## src/rtl/alu_pkg.sv

```systemverilog
// Shared types and constants for the ALU reservation station.
// Tag width, opcode encodings and the per-entry record.
package alu_pkg;

    localparam int TAG_W = 4;

    localparam logic [4:0] OP_ADD  = 5'd0;
    localparam logic [4:0] OP_SUB  = 5'd1;
    localparam logic [4:0] OP_SLL  = 5'd2;
    localparam logic [4:0] OP_SLT  = 5'd3;
    localparam logic [4:0] OP_SLTU = 5'd4;
    localparam logic [4:0] OP_XOR  = 5'd5;
    localparam logic [4:0] OP_SRL  = 5'd6;
    localparam logic [4:0] OP_SRA  = 5'd7;
    localparam logic [4:0] OP_OR   = 5'd8;
    localparam logic [4:0] OP_AND  = 5'd9;
    localparam logic [4:0] OP_BEQ  = 5'd10;
    localparam logic [4:0] OP_BNE  = 5'd11;
    localparam logic [4:0] OP_BLT  = 5'd12;
    localparam logic [4:0] OP_BGE  = 5'd13;
    localparam logic [4:0] OP_BLTU = 5'd14;
    localparam logic [4:0] OP_BGEU = 5'd15;
    localparam logic [4:0] OP_MUL  = 5'd16;

    typedef struct packed {
        logic             busy;
        logic [4:0]       op;
        logic [31:0]      vj;
        logic [TAG_W-1:0] qj;
        logic             qj_busy;
        logic [31:0]      vk;
        logic [TAG_W-1:0] qk;
        logic             qk_busy;
        logic [TAG_W-1:0] dest;
    } rs_entry_t;

endpackage

```

## src/rtl/alu_rs_pick.sv

```systemverilog
// Lowest-index priority encoder.
// Reports whether any request is set and the index of the lowest one.
module alu_rs_pick #(
    parameter int N  = 8,
    parameter int IW = $clog2(N)
) (
    input  logic [N-1:0]  req,
    output logic          valid,
    output logic [IW-1:0] idx
);

    // Scan downward so the lowest set bit is the last one written.
    always_comb begin
        valid = 1'b0;
        idx   = '0;
        for (int i = N - 1; i >= 0; i--) begin
            if (req[i]) begin
                valid = 1'b1;
                idx   = IW'(i);
            end
        end
    end

endmodule

```

## src/rtl/alu_rs.sv

```systemverilog
// Reservation station feeding the integer ALU.
// Snoops both CDBs for pending operands, issues one ready op per cycle.
module alu_rs #(
    parameter int DEPTH = 8,
    parameter int TAG_W = alu_pkg::TAG_W
) (
    input  logic             clk,
    input  logic             rst,
    input  logic             rdy,
    input  logic             flush,
    input  logic             disp_valid,
    input  logic [4:0]       disp_op,
    input  logic [31:0]      disp_vj,
    input  logic [TAG_W-1:0] disp_qj,
    input  logic             disp_qj_busy,
    input  logic [31:0]      disp_vk,
    input  logic [TAG_W-1:0] disp_qk,
    input  logic             disp_qk_busy,
    input  logic [TAG_W-1:0] disp_tag,
    input  logic             cdb_alu_done,
    input  logic [TAG_W-1:0] cdb_alu_tag,
    input  logic [31:0]      cdb_alu_data,
    input  logic             cdb_lsb_done,
    input  logic [TAG_W-1:0] cdb_lsb_tag,
    input  logic [31:0]      cdb_lsb_data,
    output logic             rs_full,
    output logic             alu_ready,
    output logic [31:0]      a,
    output logic [31:0]      b,
    output logic [4:0]       alu_op,
    output logic [TAG_W-1:0] tag
);

    import alu_pkg::rs_entry_t;

    localparam int IW = $clog2(DEPTH);

    rs_entry_t        ent_q [DEPTH];
    rs_entry_t        ent_d [DEPTH];
    logic [DEPTH-1:0] busy_v;
    logic [DEPTH-1:0] ready_v;
    logic             free_ok;
    logic [IW-1:0]    free_idx;
    logic             iss_ok;
    logic [IW-1:0]    iss_idx;
    logic             iss_go;
    logic [31:0]      a_d;
    logic [31:0]      b_d;
    logic [4:0]       op_d;
    logic [TAG_W-1:0] tag_d;

    // Occupancy and readiness come from the registered state only.
    always_comb begin
        for (int i = 0; i < DEPTH; i++) begin
            busy_v[i]  = ent_q[i].busy;
            ready_v[i] = ent_q[i].busy & ~ent_q[i].qj_busy
                       & ~ent_q[i].qk_busy;
        end
    end

    assign rs_full = &busy_v;

    alu_rs_pick #(.N(DEPTH)) u_free (
        .req   (~busy_v),
        .valid (free_ok),
        .idx   (free_idx)
    );

    alu_rs_pick #(.N(DEPTH)) u_ready (
        .req   (ready_v),
        .valid (iss_ok),
        .idx   (iss_idx)
    );

    // Next entry state: snoop, retire the issued slot, allocate, flush.
    always_comb begin
        for (int i = 0; i < DEPTH; i++) begin
            ent_d[i] = ent_q[i];
            if (ent_q[i].busy && ent_q[i].qj_busy) begin
                if (cdb_alu_done && cdb_alu_tag == ent_q[i].qj) begin
                    ent_d[i].vj      = cdb_alu_data;
                    ent_d[i].qj_busy = 1'b0;
                end else if (cdb_lsb_done && cdb_lsb_tag == ent_q[i].qj) begin
                    ent_d[i].vj      = cdb_lsb_data;
                    ent_d[i].qj_busy = 1'b0;
                end
            end
            if (ent_q[i].busy && ent_q[i].qk_busy) begin
                if (cdb_alu_done && cdb_alu_tag == ent_q[i].qk) begin
                    ent_d[i].vk      = cdb_alu_data;
                    ent_d[i].qk_busy = 1'b0;
                end else if (cdb_lsb_done && cdb_lsb_tag == ent_q[i].qk) begin
                    ent_d[i].vk      = cdb_lsb_data;
                    ent_d[i].qk_busy = 1'b0;
                end
            end
        end
        if (iss_ok) begin
            ent_d[iss_idx].busy = 1'b0;
        end
        // The free slot is chosen from pre-edge busy, so never the issuing one.
        if (disp_valid && free_ok) begin
            ent_d[free_idx] = '{
                busy:    1'b1,
                op:      disp_op,
                vj:      disp_vj,
                qj:      disp_qj,
                qj_busy: disp_qj_busy,
                vk:      disp_vk,
                qk:      disp_qk,
                qk_busy: disp_qk_busy,
                dest:    disp_tag
            };
            if (disp_qj_busy) begin
                if (cdb_alu_done && cdb_alu_tag == disp_qj) begin
                    ent_d[free_idx].vj      = cdb_alu_data;
                    ent_d[free_idx].qj_busy = 1'b0;
                end else if (cdb_lsb_done && cdb_lsb_tag == disp_qj) begin
                    ent_d[free_idx].vj      = cdb_lsb_data;
                    ent_d[free_idx].qj_busy = 1'b0;
                end
            end
            if (disp_qk_busy) begin
                if (cdb_alu_done && cdb_alu_tag == disp_qk) begin
                    ent_d[free_idx].vk      = cdb_alu_data;
                    ent_d[free_idx].qk_busy = 1'b0;
                end else if (cdb_lsb_done && cdb_lsb_tag == disp_qk) begin
                    ent_d[free_idx].vk      = cdb_lsb_data;
                    ent_d[free_idx].qk_busy = 1'b0;
                end
            end
        end
        if (flush) begin
            for (int i = 0; i < DEPTH; i++) begin
                ent_d[i].busy = 1'b0;
            end
        end
    end

    // Issue payload; zeros whenever nothing goes out.
    always_comb begin
        iss_go = iss_ok & ~flush;
        a_d    = '0;
        b_d    = '0;
        op_d   = '0;
        tag_d  = '0;
        if (iss_go) begin
            a_d   = ent_q[iss_idx].vj;
            b_d   = ent_q[iss_idx].vk;
            op_d  = ent_q[iss_idx].op;
            tag_d = ent_q[iss_idx].dest;
        end
    end

    // State and issue registers; rdy low freezes everything.
    always_ff @(posedge clk or negedge rst) begin
        if (!rst) begin
            for (int i = 0; i < DEPTH; i++) begin
                ent_q[i] <= '0;
            end
            alu_ready <= 1'b0;
            a         <= '0;
            b         <= '0;
            alu_op    <= '0;
            tag       <= '0;
        end else if (rdy) begin
            ent_q     <= ent_d;
            alu_ready <= iss_go;
            a         <= a_d;
            b         <= b_d;
            alu_op    <= op_d;
            tag       <= tag_d;
        end
    end

endmodule

```

## config.mk

```make
export PLATFORM = sky130hd
export DESIGN_NAME = alu_rs
export DESIGN_NICKNAME = d
export VERILOG_FILES = /design/src/rtl/alu_pkg.sv /design/src/rtl/alu_rs_pick.sv /design/src/rtl/alu_rs.sv
export SDC_FILE = /design/constraint.sdc
export NUM_CORES = 2
export LEC_CHECK = 0
export ABC_AREA = 0
export BUFFER_PORTS_ARGS = -buffer_cell sky130_fd_sc_hd__buf_2
export CORE_MARGIN = 2
export CORE_UTILIZATION = 45
export DETAILED_ROUTE_END_ITERATION = 8
export MAX_ROUTING_LAYER = met4
export SLEW_MARGIN = 0
export SYNTH_ARGS = -nofsm -noshare
export SYNTH_HDL_FRONTEND = slang
export SYNTH_HIERARCHICAL = 1
export SYNTH_SLANG_ARGS = --single-unit
```

## constraint.sdc

```tcl
create_clock -name clk -period 2.8 [get_ports clk]
set_input_delay 0 -clock clk [delete_from_list [all_inputs] [get_ports clk]]
set_output_delay 0 -clock clk [all_outputs]
set_load 0.05 [all_outputs]
```

**Word level (Yosys, flattened, before mapping)**

Cells that the tools add are included.

- Bits in registers: 746
- Bits of input ports: 162
- Logic and storage cells: 384

- $lt $le $gt $ge: 4
- Eq/ne operators: 36
- Mux-type cells: 174
- Bitwise gates (word level): 37
- Reductions and logical operators: 56

Operator list:

| kind | count |
|---|---|
| bitwise mux 672 bit | 10 |
| two-way mux 672 bit | 9 |
| two-way mux 32 bit | 50 |
| demux 84 bit (select 3 bit) | 6 |
| binary-select mux 84 bit (select 3 bit) | 1 |
| two-way mux 84 bit | 2 |
| two-way mux 83 bit | 2 |
| equality test 4 bit | 36 |
| two-way mux 78 bit | 1 |
| two-way mux 1 bit | 72 |
| logical AND 1 bit | 55 |
| two-way mux 3 bit | 16 |
| two-way mux 42 bit | 1 |
| two-way mux 41 bit | 1 |
| AND 1 bit | 17 |
| inverter 1 bit | 17 |
| two-way mux 5 bit | 2 |
| >= comparator 4 bit (second input constant) | 2 |
| less-than comparator 4 x 1 -> 1 bit (second input constant) | 2 |
| inverter 3 -> 4 bit | 2 |
| inverter 8 bit | 1 |
| AND reduction 8 bit | 1 |
| two-way mux 4 bit | 1 |

**Depth between registers and ports, before layout**

- Depth in word-level cells: 32
- Depth in mapped cells: 14
- Mapped depth without buffers: 11

**Hierarchy**

The synthesis kept the hierarchy.

By module, submodules not included:

| module | instances | cells an instance | area an instance (sq um) |
|---|---|---|---|
| alu_rs | 1 | 4395 | 43739.4 |
| alu_rs_pick | 2 | 13 | 80.1 |

**Worst setup path after synthesis**

Ideal clock, no wire load.

- Path type: reg2reg
- Start point: register ent_q (netlist bit busy_v[3])
- End point: register b[12]
- Setup time: 132 ps
- Data arrival time: 3000 ps
- Data required time: 2668 ps
- Setup slack: -332 ps
- Cell stages (with the launch flop): 13
- Buffers on the path: 4
- Clock period less this slack: 3132 ps
- Cell sequence: dfrtp_1 clkbuf_1 inv_1 nor3_1 nor2b_1 o21bai_1 o41ai_1 clkbuf_1 buf_2 buf_1 mux4_2 mux2i_1 o2bb2ai_1

- Cells in the longest elaborated chain, start to end: 11
- Elaborated cells between the ends (all ways): 16
- Classes of those cells: 12 x mux; 4 x bitwise

RTL lines:

| what | line | source |
|---|---|---|
| start, declared | alu_rs.sv:38 | `rs_entry_t ent_q [DEPTH];` |
| start signal, assigned | alu_rs.sv:167 | `ent_q <= ent_d;` |
| AND 1 bit | alu_rs.sv:56 | `ready_v[i] = ent_q[i].busy & ~ent_q[i].qj_busy` |
| AND 1 bit | alu_rs.sv:57 | `& ~ent_q[i].qk_busy;` |
| net ready_v[3] | alu_rs.sv:41 | `logic [DEPTH-1:0] ready_v;` |
| two-way mux 3 bit (4 in series) | alu_rs_pick.sv:17 | `if (req[i]) begin` |
| net iss_idx[0] | alu_rs.sv:45 | `logic [IW-1:0] iss_idx;` |
| inverter 3 -> 4 bit (implied by the code) | alu_rs.sv:149 | `b_d = ent_q[iss_idx].vk;` |
| binary-select mux 84 bit (select 3 bit) | alu_rs.sv:149 |  |
| two-way mux 83 bit (2 in series) | n/a |  |
| two-way mux 32 bit | alu_rs.sv:147 | `if (iss_go) begin` |
| end signal, assigned | alu_rs.sv:163 | `b <= '0;` |
| end signal, assigned | alu_rs.sv:170 | `b <= b_d;` |
| end, declared | alu_rs.sv:29 | `output logic [31:0] b,` |

The timed path passes the listed nets, and every way through them passes these cells. The select of a mux whose other input is x is not followed.
A chain may end at the register's enable or synchronous reset.

**Final worst setup path**

- Start point: register ent_q (netlist bit busy_v[6])
- End point: register b[13]

- Cells in the longest elaborated chain, start to end: 14
- Elaborated cells between the ends (all ways): 22
- Classes of those cells: 18 x mux; 4 x bitwise

RTL lines:

| what | line |
|---|---|
| AND 1 bit | alu_rs.sv:56 |
| AND 1 bit | alu_rs.sv:57 |
| net ready_v[6] | alu_rs.sv:41 |
| two-way mux 3 bit (7 in series) | alu_rs_pick.sv:17 |
| net iss_idx[0] | alu_rs.sv:45 |
| inverter 3 -> 4 bit (implied by the code) | alu_rs.sv:149 |
| binary-select mux 84 bit (select 3 bit) | alu_rs.sv:149 |
| two-way mux 83 bit (2 in series) | n/a |
| two-way mux 32 bit | alu_rs.sv:147 |

The timed path passes the listed nets, and every way through them passes these cells. The select of a mux whose other input is x is not followed.

==> out/metrics.cfg <==
[timing]
fin_crit_ns=2.812
fmax_ghz=0.3556
tightest_slew_ns=1.003
period_share=1.004
worst_slack_ns=-0.01234
maxSlewViolCount=0
setup_viol=1
slew_headroom=0.3285
fin_worst_skew_ns=0.02934
worst_hold_slack_ns=0.05163
rsz0062_at_grt=true
hold_viol=0

[yosys]
syn_inst=4421
syn-cell-area_mm2=0.04390
async_reset_ff_frac=1.000
ys_seq_area_frac=0.4252
synth_edf_count=0
syn_nets=4583
synth_flop_cell=dfrtp_1
syn_area_per_cell_um2=9.930
synth_cell_types=83
synth-seq-cells=746
yosysWarnings=6

[critical_path]
worst-path-buf-inv=8
critPathArrivalTime_ns=3.37
rrSetupSlack_ns=-0.01
critPathCaptureType=flip-flop
worst-r2r-cell-count=14
r2r-start=busy_v[6]
cp_max_fo=6
cpMaxStageDelayCell=mux4_2
worstPathCellList=inv_2, buf_6, nor3_4, inv_1, a21oi_2, o41ai_4, buf_4, buf_12, buf_12, buf_16, buf_12, mux4_2, mux2i_1, o2bb2ai_1
critPathMaxStageDelay_ns=0.52
crit_family=buffers and inverters
worstPathRequired_ns=3.36
start_kind=flip-flop
r2r-end=b[13]
cp_common_cell=buf_12
path_class=flip-flop to flip-flop

[pwr]
pwr-share-clk=0.332
power.switching_uw=11900
ir_drop_v=0.0005203
combPwrFrac=0.276
sw_frac_of_total=0.3298
seq_power_share=0.393
cell_internal_pwr_uw=24180
power_per_cell_area_mw_per_mm2=660.0
p_leak_uw=0.02243

[status]
outcome=complete, but fails checks
violations=negative setup slack

[floorplanning]
dieArea_mm2=0.1001
start_util=0.4539
die_w_um=316.3
dieHeight_um=316.3
io_pins=237
rows=114
coreArea_mm2=0.09671

[clocking]
root_buffer=clkbuf_16
htreeDepth=3
numCtsBuffers=88
tritoncts=done
insertion_delay_ns=0.70
ctsLongestPathBuffers=3
numClockSinks=746
clkSlewWorstSetupHoldPaths_ns=0.06

[finish]
drive_above_1_share=0.2265
design_area_mm2=0.05467
layout_common_cells=825 x nand2_1, 745 x dfrtp_1, 290 x mux2i_1
layout_commonest_cell=nand2_1
instances_no_fill=6162
fill_cells=8421
syn2layout_area_growth_pct=24.53
fin_nets=4974

[worst_hold_path]
hold_start=cdb_alu_done
holdPathEnd=ent_q[508]
hold_path_depth=6
min_path_type=primary input to flip-flop

[grt]
grt_usage=0.4098
antenna_found_initial=7
grt_pass1_wl_um=293000
grt_start_max_net_pins=88
grt_overflow=0
grt_pass1_vias=42367

[place]
dp_cells=5781
post_dp_cell_area_mm2=0.04911
gp_congestion=0.9818
dp.final_hpwl_um=126100
port_buffers=236

[route]
vias_per_cell=6.986
drc_errors=0
first_pass_iters=9
drt_iter0_markers=5792
vias=43046
drt-total-wl_um=202500
wl_per_cell_um=32.87
drtAntennaViolNets=0

[flow_run]
maxCapViolations=0

power groups by stage:
stage / logic [uW] / registers (uW) / clock network, uW
after floorplan: 5830 / 14300 / 0
after global placement: 9000 / 14200 / 0
after detailed placement: 9190 / 14300 / 0
after CTS: 9430 / 14100 / 12000
after global routing: 10600 / 14400 / 12500
final: 9940 / 14200 / 12000
through the flow:
stage / util / setup WS [ns] / TNS [ns] / total power, uW
finish: 0.5653 / -0.01234 / -0.01234 / 36080
global route: 0.5653 / -0.08439 / -0.9373 / 37450
CTS: 0.5574 / 0.002292 / 0 / 35570
detailed placement: 0.5078 / -0.1899 / -9.091 / 23440
global placement: 0.5078 / -0.2739 / -11.89 / 23230
floorplan: - / 0.01978 / 0 / 20080
kinds of logic after synthesis:
logic type | count (synthesis) | share of synthesized area
buffers and inverters | 553 | 0.05330
XOR/XNOR | 144 | 0.02873
multiplexers | 444 | 0.1430
flip-flops | 746 | 0.4252
AND/OR/NAND/NOR | 1301 | 0.1252
AO/OA/AOI/OAI | 1233 | 0.2246
worst max-delay path by stage:
stage / slack [ns] / cells after the start / start / to
after floorplan: 0.02 / 12 / busy_v[7] / a[10]
after global placement: -0.27 / 9 / busy_v[6] / b[1]
after detailed placement: -0.19 / 10 / busy_v[6] / b[12]
after CTS: 0.002 / 8 / ent_q[549] / ent_q[557]
after global routing: -0.08 / 13 / busy_v[0] / b[15]
final: -0.01 / 14 / busy_v[6] / b[13]
cell type report:
class	count	area, um2	share of cell area
antenna	7	17.52	0.0003204
clock buffer	120	2472	0.04523
clock inverter	37	484.2	0.008857
inverter	31	127.6	0.002335
multi-input combinational	3123	23540	0.4306
sequential	746	18670	0.3415
tap	1276	1597	0.02920
timing repair buffer	822	7762	0.1420
registers in the layout, indices dropped and copies added, names as in the netlist:
| register | count |
|---|---|
| ent_q | 664 |
| alu_ready | 1 |
| a | 32 |
| alu_op | 5 |
| b | 32 |
| tag | 4 |
| busy_v | 8 |
worst min-delay path, stage by stage:
cell	delay, ns
buf_2	0.23
nand3_1	0.17
a21oi_1	0.08
nor2_1	0.08
o21ai_0	0.07
o21ai_0	0.06
metal layers:
layer	vias up	GRT usage	routed length [um]
li1	17426	-	-
met1	21304	0.5284	75110
met2	3534	0.5912	87370
met3	782	0.1184	28080
met4	0	0.1991	11960
met5	-	-	0
timing repair:
| item | in CTS | in global routing |
|---|---|---|
| endpoints found under the setup margin | 99 | 406 |
| pin swaps | 1 | 17 |
| buffers inserted | 5 | 38 |
| cloned | 0 | 3 |
| gates resized for setup | 6 | 70 |
| endpoints found under the hold margin | 1353 | 0 |
| hold buffers | 171 | 0 |
synthesized netlist by cell type, drive strengths merged, types with 5 or more instances:
| cell type | number | area [um2] |
|---|---|---|
| and2 | 12 | 75.08 |
| clkbuf | 366 | 1374 |
| a21oi | 77 | 400.4 |
| o31ai | 5 | 37.54 |
| mux4 | 146 | 3288 |
| nor2 | 264 | 998.5 |
| o221ai | 250 | 2507 |
| o22a | 6 | 52.55 |
| o21ai | 130 | 658.1 |
| o2bb2ai | 84 | 742.0 |
| nor2b | 11 | 68.82 |
| a2bb2oi | 24 | 210.2 |
| o22ai | 96 | 600.6 |
| buf | 156 | 849.6 |
| a32oi | 30 | 262.8 |
| and3 | 7 | 43.79 |
| a31oi | 20 | 125.1 |
| nand2 | 827 | 3107 |
| nor4 | 24 | 239.0 |
| nor3 | 29 | 177.7 |
| a22oi | 208 | 1562 |
| nand2b | 39 | 244.0 |
| a221oi | 127 | 1125 |
| mux2i | 294 | 2943 |
| xnor2 | 50 | 437.9 |
| a211oi | 15 | 125.1 |
| or2 | 14 | 87.58 |
| a221o | 72 | 720.7 |
| nand3 | 44 | 225.2 |
| o21a | 8 | 60.06 |
| a22o | 5 | 43.79 |
| nand4 | 11 | 68.82 |
| o211ai | 47 | 352.8 |
| xor2 | 94 | 823.3 |
| inv | 30 | 112.6 |
| dfrtp | 746 | 18670 |
No activity file was read; power rests on OpenSTA's default activity.
